<file path="config.mk">
export PLATFORM = sky130hd
export DESIGN_NAME = vector_mem_sequencer
export DESIGN_NICKNAME = d
export VERILOG_FILES = /design/src/rtl/vector_pkg.sv /design/src/rtl/vector_mem_sequencer.sv
export SDC_FILE = /design/constraint.sdc
export NUM_CORES = 1
export LEC_CHECK = 0
export ABC_AREA = 0
export CAP_MARGIN = 10
export CORE_UTILIZATION = 48
export DETAILED_ROUTE_END_ITERATION = 10
export GPL_TIMING_DRIVEN = 0
export HOLD_SLACK_MARGIN = 0.03
export PLACE_DENSITY = 0.78
export SLEW_MARGIN = 10
export SYNTH_ARGS = -nofsm -noshare
export SYNTH_HDL_FRONTEND = slang
export SYNTH_SLANG_ARGS = --single-unit
</file>
<file path="constraint.sdc">
create_clock -name clk -period 2.47 [get_ports clk]
set_input_delay 0.494 -clock clk [delete_from_list [all_inputs] [get_ports clk]]
set_output_delay 0.494 -clock clk [all_outputs]
set_load 0.02 [all_outputs]
</file>
<file path="src/rtl/vector_pkg.sv">
// Shared types for the vector memory path: lane/width defaults, vector
// containers and the sequencer state encoding.
package vector_pkg;

  localparam int LANES_DEF  = 4;
  localparam int DATA_W_DEF = 32;
  localparam int ADDR_W_DEF = 32;

  typedef logic [DATA_W_DEF-1:0] vector_t [LANES_DEF];
  typedef logic [ADDR_W_DEF-1:0] vaddr_t  [LANES_DEF];

  typedef enum logic [1:0] {
    IDLE  = 2'd0,
    ISSUE = 2'd1,
    DRAIN = 2'd2,
    DONE  = 2'd3
  } seq_state_t;

endpackage

</file>
<file path="src/rtl/vector_mem_sequencer.sv">
// Serialises a latched vector load/store onto a single-port data memory,
// one lane per cycle, gathering load returns into loadVector.
module vector_mem_sequencer
  import vector_pkg::*;
#(
  parameter int LANES  = LANES_DEF,
  parameter int DATA_W = DATA_W_DEF,
  parameter int ADDR_W = ADDR_W_DEF
) (
  input  logic              clk,
  input  logic              rst_n,
  input  logic              start,
  input  logic              isStore,
  input  logic [ADDR_W-1:0] addressVector [LANES],
  input  logic [DATA_W-1:0] storeVector   [LANES],
  output logic [ADDR_W-1:0] memAddr,
  output logic [DATA_W-1:0] memWriteData,
  output logic              memWe,
  output logic              memRe,
  input  logic [DATA_W-1:0] memReadData,
  output logic [DATA_W-1:0] loadVector    [LANES],
  output logic              busy,
  output logic              done
);

  localparam int              CW   = $clog2(LANES) + 1;
  localparam int              IW   = (LANES > 1) ? $clog2(LANES) : 1;
  localparam logic [CW-1:0]   LAST = CW'(LANES - 1);
  localparam logic [CW-1:0]   ONE  = CW'(1);

  seq_state_t        stateR, nextStateS;
  logic [CW-1:0]     laneR, nextLaneS, capLaneS;
  logic [IW-1:0]     nextIdxS, capIdxS;
  logic              isStoreR, selStoreS;
  logic [ADDR_W-1:0] addrR [LANES];
  logic [DATA_W-1:0] dataR [LANES];
  logic [ADDR_W-1:0] memAddrS;
  logic [DATA_W-1:0] memWriteDataS;
  logic              memWeS, memReS, busyS, doneS;

  // State and lane counter register
  always_ff @(posedge clk or negedge rst_n) begin
    if (!rst_n) begin
      stateR <= IDLE;
      laneR  <= '0;
    end else begin
      stateR <= nextStateS;
      laneR  <= nextLaneS;
    end
  end

  // Next-state and lane counter logic
  always_comb begin
    nextStateS = stateR;
    nextLaneS  = laneR;
    case (stateR)
      IDLE: begin
        if (start) begin
          nextStateS = ISSUE;
          nextLaneS  = '0;
        end else begin
          nextStateS = IDLE;
        end
      end
      ISSUE: begin
        nextLaneS = laneR + ONE;
        if (laneR == LAST) begin
          nextStateS = isStoreR ? DONE : DRAIN;
        end else begin
          nextStateS = ISSUE;
        end
      end
      DRAIN:   nextStateS = DONE;
      DONE:    nextStateS = IDLE;
      default: nextStateS = IDLE;
    endcase
  end

  // Operand capture on acceptance; later input changes cannot disturb the op
  always_ff @(posedge clk or negedge rst_n) begin
    if (!rst_n) begin
      isStoreR <= 1'b0;
      for (int i = 0; i < LANES; i++) begin
        addrR[i] <= '0;
        dataR[i] <= '0;
      end
    end else if (stateR == IDLE && start) begin
      isStoreR <= isStore;
      addrR    <= addressVector;
      dataR    <= storeVector;
    end
  end

  // Outputs are registered, so decode from the upcoming state; on the
  // accepting edge the operands come straight from the inputs
  always_comb begin
    nextIdxS      = nextLaneS[IW-1:0];
    selStoreS     = (stateR == IDLE) ? isStore : isStoreR;
    memAddrS      = '0;
    memWriteDataS = '0;
    memWeS        = 1'b0;
    memReS        = 1'b0;
    busyS         = 1'b0;
    doneS         = 1'b0;
    case (nextStateS)
      ISSUE: begin
        busyS    = 1'b1;
        memAddrS = (stateR == IDLE) ? addressVector[nextIdxS] : addrR[nextIdxS];
        if (selStoreS) begin
          memWeS        = 1'b1;
          memWriteDataS = (stateR == IDLE) ? storeVector[nextIdxS] : dataR[nextIdxS];
        end else begin
          memReS = 1'b1;
        end
      end
      DRAIN:   busyS = 1'b1;
      DONE:    doneS = 1'b1;
      default: busyS = 1'b0;
    endcase
  end

  // Output register
  always_ff @(posedge clk or negedge rst_n) begin
    if (!rst_n) begin
      memAddr      <= '0;
      memWriteData <= '0;
      memWe        <= 1'b0;
      memRe        <= 1'b0;
      busy         <= 1'b0;
      done         <= 1'b0;
    end else begin
      memAddr      <= memAddrS;
      memWriteData <= memWriteDataS;
      memWe        <= memWeS;
      memRe        <= memReS;
      busy         <= busyS;
      done         <= doneS;
    end
  end

  // Read data lags its issue by one cycle, so the current lane count minus one names the returning lane
  always_comb begin
    capLaneS = laneR - ONE;
    capIdxS  = capLaneS[IW-1:0];
  end

  // Load gather register
  always_ff @(posedge clk or negedge rst_n) begin
    if (!rst_n) begin
      for (int i = 0; i < LANES; i++) begin
        loadVector[i] <= '0;
      end
    end else if ((stateR == ISSUE && laneR != '0 && !isStoreR) || stateR == DRAIN) begin
      loadVector[capIdxS] <= memReadData;
    end
  end

endmodule
</file>
==> results of run 1 <==
metrics by stage:
| step | power (mW) | area, sq um | hold WS [ns] |
|---|---|---|---|
| detailed placement | 39.4 | 30800 | 0.491 |
| CTS | 49.9 | 34100 | 0.363 |
| finish | 52.4 | 34900 | 0.415 |
| global placement | 38.7 | 30700 | 0.480 |
| global route | 54.0 | 34900 | 0.443 |
| floorplan | 29.2 | 24900 | 0.198 |
metal layers:
| layer | vias up | part of all wire | GRT usage |
|---|---|---|---|
| met5 | - | 0.00014 | 0 |
| met4 | 2 | 0.054 | 0.180 |
| met3 | 403 | 0.12 | 0.0995 |
| met2 | 1756 | 0.46 | 0.564 |
| met1 | 11500 | 0.37 | 0.452 |
| li1 | 9862 | - | - |
what timing repair did:
action	CTS	global route
pin swaps	58	65
setup buffers	13	1
gates resized for setup	293	147
endpoints found under the hold margin	74	0
setup endpoints to repair	66	183
hold buffers	1	0
gates cloned	7	10
placed cells by master (no fill, tap or decap), drive strengths merged, types with 2 or more instances in the layout:
| cell type | count |
|---|---|
| dfrtp | 458 |
| a21oi | 130 |
| mux2i | 257 |
| buf | 125 |
| nor3 | 126 |
| and4bb | 14 |
| inv | 262 |
| nor2 | 3 |
| nor2b | 3 |
| nor4bb | 50 |
| clkinv | 12 |
| clkbuf | 229 |
| ha | 8 |
| diode | 2 |
| a211oi | 128 |
| o21ai | 130 |
| or3b | 2 |
| nand2 | 137 |
| mux2 | 256 |
| clkdlybuf4s50 | 485 |
| nand2b | 4 |
| o21bai | 2 |
| bufinv | 3 |
| clkinvlp | 2 |
| and2 | 2 |
| nand3 | 128 |
| nand3b | 2 |
| nand4 | 63 |
| nor3b | 64 |
Yosys cell counts:
| cell | instances |
|---|---|
| a211oi_1 | 128 |
| a21oi_1 | 130 |
| a22oi_2 | 1 |
| a31o_2 | 1 |
| and2_1 | 2 |
| and4bb_2 | 14 |
| buf_1 | 8 |
| buf_2 | 71 |
| buf_4 | 1 |
| buf_6 | 23 |
| clkbuf_1 | 142 |
| dfrtp_1 | 458 |
| ha_1 | 8 |
| inv_1 | 261 |
| inv_2 | 1 |
| mux2_2 | 256 |
| mux2i_1 | 257 |
| nand2_1 | 137 |
| nand2b_1 | 4 |
| nand3_1 | 128 |
| nand3b_1 | 2 |
| nand4_1 | 63 |
| nor2_1 | 3 |
| nor2b_1 | 3 |
| nor3_1 | 126 |
| nor3b_1 | 64 |
| nor4bb_1 | 50 |
| o2111ai_1 | 1 |
| o21ai_0 | 130 |
| o21bai_1 | 2 |
| or2_0 | 1 |
| or3b_1 | 1 |
| or3b_4 | 1 |
power by group:
group	total [mW]	switching, mW	internal [mW]
sequential	12.9	1.71	11.2
combinational	31.6	18.5	13.1
clock	7.84	3.27	4.58
logic make-up after synthesis:
family,synth area share
adders and majority gates,0.00401
and+or+nand+nor,0.138
buffers and inverters,0.0870
muxes,0.219
DFF,0.460
AOI/OAI and AO/OA,0.0925
how the worst min path moves through the flow:
stage / endpoint / cells past startpoint / startpoint
6_report: isStoreR / 3 / isStore
5_1_grt: isStoreR / 3 / isStore
4_1_cts: isStoreR / 3 / isStore
3_5_place_dp: loadVector[29] / 1 / loadVector[29]
3_3_place_gp: laneR[2] / 2 / laneR[2]
2_1_floorplan: addrR[0] / 0 / rst_n
sequential cells by signal (all words and copies together), names as in the netlist:
name / count
addrR: 128
busy: 1
dataR: 128
done: 1
isStoreR: 1
laneR: 3
loadVector: 128
memAddr: 32
memRe: 1
memWe: 1
memWriteData: 32
stateR: 2
worst reg2reg max path, stage by stage, from the launching register on:
cell	delay [ns]
dfrtp_1	0.42
buf_2	0.20
nand2b_1	0.08
clkbuf_1	0.60
clkbuf_1	0.84
nor3_4	0.06
mux2i_1	0.21
nand4_1	0.23
final cells by class:
cell class                 count  area (sq um)  area share
clock inverter                17           169     0.00484
multi-input combinational   1513         12700       0.365
tap                          680           851      0.0244
antenna                        2          5.00    0.000143
timing repair buffer         521          5550       0.159
sequential                   458         11500       0.329
buffer                       245          1620      0.0465
clock buffer                  74          1530      0.0437
inverter                     262           983      0.0282
==> metrics.md, run 1 <==
| Metric | Value |
|---|---|
| Status | `finished with violations` |
| Violated checks | `negative setup slack` |
| CTS Sinks | `458` |
| Crit. Startpoint | `laneR[0]` |
| Initial antenna violation count | `3` |
| Critical path's most frequent cell | `clkbuf_1` |
| Final HPWL from detailed placement | `68200 microns` |
| Crit-path max cell delay | `0.83 ns` |
| Final setup viols | `64` |
| Placed insts | `3648` |
| Worst Path Arrival | `3.23 ns` |
| Final Hold Vio Count | `0` |
| Synthesized net count | `2778` |
| Vias in the first global route | `23700` |
| RePlAce Congestion | `0.978` |
| CP Data Required Time | `2.88 ns` |
| Levels on crit path | `7` |
| Routed via count | `23500` |
| Clock H-tree levels | `2` |
| Initial Util | `0.486` |
| Residual DRC count | `0` |
| Crit path max-delay family | `buffers and inverters` |
| Avg Cell Area, Syn | `10.1 sq um` |
| First-pass GRT wire length | `144000 microns` |
| Max VDD drop | `0.827 mV` |
| Top-area cell type share of the netlist area | `0.460` |
| Worst slack, placed | `-0.957 ns` |
| Min-Delay Path Class | `input pin to flip-flop` |
| R2R setup slack | `-0.34 ns` |
| Slowest CP cell | `clkbuf_1` |
| Die Wd | `230 microns` |
| Highest Clock Rate | `0.356 GHz` |
| Fillers | `3744` |
| Top Ports | `488` |
| Total track usage | `0.358` |
| Row count | `83` |
| PortBufs | `486` |
| Core Area | `51300 sq um` |
| FF-to-FF End | `memAddr[29]` |
| Post-Route WL | `99100 microns` |
| Setup TNS Final | `-16.85 ns` |
| Count of cell types in the netlist | `33` |
| RSZ-0062 raised after global routing | `yes` |
| Vias/cell | `6.23` |
| Clk_skew | `0.0184 ns` |
| Clk_lat worst skew | `0.60 ns` |
| Post-synthesis cell count | `2478` |
| Critical path cell sequence | `buf_2, nand2b_1, clkbuf_1, clkbuf_1, nor3_4, mux2i_1, nand4_1` |
| Worst r2r src | `laneR[0]` |
| Root Driver | `clkbuf_16` |
| Max-slew violations | `0` |
| Layout area overhead | `39.9%` |
| Post-layout net count | `3353` |
| R2r worst-path depth | `7` |
| Setup crit start kind | `flip-flop` |
| CP Capture Point | `memAddr[29]` |
| Leakage power | `15.4 nW` |
| Post-route ant nets | `0` |
| Num CTS Buffers | `52` |
| Worst rel slew slack | `0.113` |
| CTS tree | `yes` |
| Drt first pass iters | `8` |
| Post-synthesis register bit count | `458` |
| WL/cell | `26.3 microns` |
| Total congestion overflow | `0` |
| Synth area leaders | `dfrtp_1 (46%), mux2_2 (12%), mux2i_1 (10%)` |
| CP bufs+invs | `3` |
| Crit path kind | `flip-flop to flip-flop` |
| Final setup margin | `-0.342 ns` |
| Number of max-cap violations | `0` |
| Post-route insts no fill | `3772` |
| CP Max Fanout | `10` |
| Crit end category | `flip-flop` |
| Final period utilization | `1.14` |
| Synth warnings | `0` |
| Die area | `52900 sq um` |
| Worst slew pin tran | `1.33 ns` |
| Initial DRC count | `2951` |
| Pin count of the biggest net entering global routing | `120` |
| Final core utilization | `0.680` |
| Sequential share of the synthesized area | `0.460` |
| CTS max path bufs | `3` |
| Post-Synthesis Cell Area | `24900 sq um` |
| Largest area contributor in the netlist | `dfrtp_1` |
| Power Density | `1500 nW/um^2` |
| Layout cells sized above 1 | `0.232` |
| Die Y | `230 microns` |
| Clk slew on worst S/H paths | `0.06 ns` |
| Min cycle time layout | `2.81 ns` |
Power figures use the tool's default switching activity.
==> run 2, diff against run 1 <==
--- a/config.mk
+++ b/config.mk
@@ -7,11 +7,13 @@
 export LEC_CHECK = 0
 export ABC_AREA = 0
 export CAP_MARGIN = 10
-export CORE_UTILIZATION = 48
+export CELL_PAD_IN_SITES_DETAIL_PLACEMENT = 1
+export CELL_PAD_IN_SITES_GLOBAL_PLACEMENT = 2
+export CORE_UTILIZATION = 30
 export DETAILED_ROUTE_END_ITERATION = 10
 export GPL_TIMING_DRIVEN = 0
 export HOLD_SLACK_MARGIN = 0.03
-export PLACE_DENSITY = 0.78
+export PLACE_DENSITY_LB_ADDON = 0.1
 export SLEW_MARGIN = 10
 export SYNTH_ARGS = -nofsm -noshare
 export SYNTH_HDL_FRONTEND = slang
==> run 2 against run 1 <==
Against the previous run: combinational power rose by 6%; sequential power is essentially flat; critical path type unchanged; register-to-register slack better by 0.05 ns; count of clock-buffer cells in the layout rose by 9; maximum frequency is 1.7% higher; highest routed layer unchanged; global-route usage is 8.3 points lower; critical endpoint is now memWriteData[19]; the flow still finishes with violations (negative setup slack); hold slack lost 0.16 ns; critical path depth rose by 4; first-iteration DRC count fell by 65%.
==> metrics.md, run 2 (synthesis results as in run 1) <==
| Metric | Value |
|---|---|
| Grt met2 use | `0.471` |
| Clk slew on worst S/H paths | `0.06 ns` |
| Vias in the first global route | `24200` |
| Post-route ant nets | `0` |
| Total congestion overflow | `0` |
| PortBufs | `486` |
| Total power draw | `55.0 mW` |
| Placed insts | `4039` |
| Crit path kind | `flip-flop to flip-flop` |
| Final setup margin | `-0.294 ns` |
| CTS Sinks | `458` |
| Row count | `105` |
| Global Route met3 Usage | `0.0434` |
| Post-layout net count | `3363` |
| Setup crit start kind | `flip-flop` |
| Worst slack, placed | `-1.26 ns` |
| CP Max Fanout | `7` |
| Worst slew pin tran | `1.11 ns` |
| Min-Delay Path Class | `input pin to async pin` |
| CP Data Required Time | `2.99 ns` |
| Crit end category | `flip-flop` |
| Sw Share | `0.454` |
| Top Ports | `488` |
| Die Wd | `290 microns` |
| Most common cell after layout, fill and taps aside | `clkdlybuf4s50_1` |
| Max VDD drop | `0.641 mV` |
| First-pass GRT wire length | `172000 microns` |
| Highest Clock Rate | `0.362 GHz` |
| Worst hold slack | `0.256 ns` |
| Layout area overhead | `44.3%` |
| Clock H-tree levels | `2` |
| Initial DRC count | `1038` |
| Routed via count | `22200` |
| CTS tree | `yes` |
| WL/cell | `28.1 microns` |
| Power Density | `1530 nW/um^2` |
| M1 GR Usage | `0.353` |
| Total track usage | `0.276` |
| Top Registers | `addrR: 128 flops, dataR: 128 flops, loadVector: 128 flops` |
| Min cycle time layout | `2.76 ns` |
| Residual DRC count | `0` |
| Violated checks | `negative setup slack` |
| Num CTS Buffers | `57` |
| Worst Path Arrival | `3.28 ns` |
| Core Area | `82100 sq um` |
| Initial Util | `0.304` |
| Final HPWL from detailed placement | `85700 microns` |
| CTS max path bufs | `3` |
| Internal | `30.0 mW` |
| Final setup viols | `64` |
| Die area | `84300 sq um` |
| Seq pwr share | `0.233` |
| RePlAce Congestion | `0.857` |
| Clk_lat worst skew | `0.63 ns` |
| Most frequent cells in the layout | `clkdlybuf4s50_1 (485), dfrtp_1 (458), inv_1 (261), mux2_2 (256), mux2i_1 (247)` |
| Status | `finished with violations` |
| Initial antenna violation count | `10` |
| Number of max-cap violations | `0` |
| Final period utilization | `1.12` |
| Comb power frac | `0.607` |
| Setup TNS Final | `-11.68 ns` |
| Clock Power Share | `0.160` |
| Post-Route WL | `118000 microns` |
| RSZ-0062 raised after global routing | `yes` |
| Root Driver | `clkbuf_16` |
| Leakage power | `15.7 nW` |
| Clk_skew | `0.0110 ns` |
| Die Y | `290 microns` |
| Post-route insts no fill | `4179` |
| Max-slew violations | `0` |
| Worst rel slew slack | `0.261` |
| Most used routing layer | `met2` |
| Vias/cell | `5.31` |
| Final Hold Vio Count | `0` |
| Drt first pass iters | `7` |
| Pin count of the biggest net entering global routing | `106` |
| Psw | `25.0 mW` |
| Layout cells sized above 1 | `0.248` |
-- run 2: changes by cell type in the layout (fill, tap and decap cells not counted), moves of 6 or more --
cell,change
mux2i_1,-7
nor4bb_4,+8
nor3_1,+7
buf_12,+8
mux2i_2,+7
nor3_2,-6
nor4bb_1,-9
buf_2,-18
clkbuf_1,-16
buf_4,+17
clkbuf_2,+18
buf_6,+9
-- run 2: routing by layer --
metal  vias to the layer above  routed length, microns
met4                        16                    4190
met5                         -                      97
met3                       212                    5860
met1                     11400                   49400
li1                       9894                       -
met2                       657                   58000
-- run 2: final timing paths --
kind / from / to / slack, ns / cells after the start
max: laneR[1] / memWriteData[19] / -0.29 / 11
min: rst_n / loadVector[42] / 0.26 / 2
max reg2reg: laneR[1] / memWriteData[19] / -0.29 / 11
min reg2reg: laneR[2] / laneR[2] / 0.49 / 2
max in group asynchronous: rst_n / dataR[91] / 0.90 / 4
min in group clk: isStore / isStoreR / 0.43 / 3
-- run 2: repair_timing --
action                                  4_1_cts  5_1_grt
hold buffers                                  1        0
cloned                                       13        5
pin swaps                                    67       60
resized for setup                           329      237
setup buffers                                21        4
endpoints found under the setup margin       76      260
hold endpoints to repair                    198        0
-- run 2: cell type report --
type	count	area [sq um]
inverter	262	983
antenna	1	2.50
clock buffer	83	1630
multi-input combinational	1513	12900
timing repair buffer	529	5680
clock inverter	21	292
fill	8877	46100
tap	1070	1340
buffer	242	1730
sequential	458	11500
-- run 2: power by group through the flow --
stage / logic, mW / registers [mW] / clock network, mW
CTS: 32.4 / 12.8 / 9.00
detailed placement: 28.5 / 12.9 / 0
finish: 33.4 / 12.8 / 8.78
global route: 35.1 / 13.3 / 9.26
global placement: 28.0 / 12.9 / 0
floorplan: 15.0 / 14.2 / 0
-- run 2: per-stage QoR --
stage          area (sq um)  utilization
2_1_floorplan         24900            -
3_3_place_gp          31100        0.379
3_5_place_dp          31300        0.381
4_1_cts               35200        0.429
5_1_grt               36000        0.438
6_report              36000        0.438
-- run 2: worst max-delay path: stages, from the launching register on --
cell,delay (ns)
dfrtp_1,0.43
ha_4,0.20
ha_4,0.16
a21oi_2,0.12
o21bai_4,0.14
ha_4,0.16
or3b_4,0.42
buf_12,0.18
buf_16,0.17
nor4bb_1,0.32
mux2i_1,0.15
nand4_1,0.20
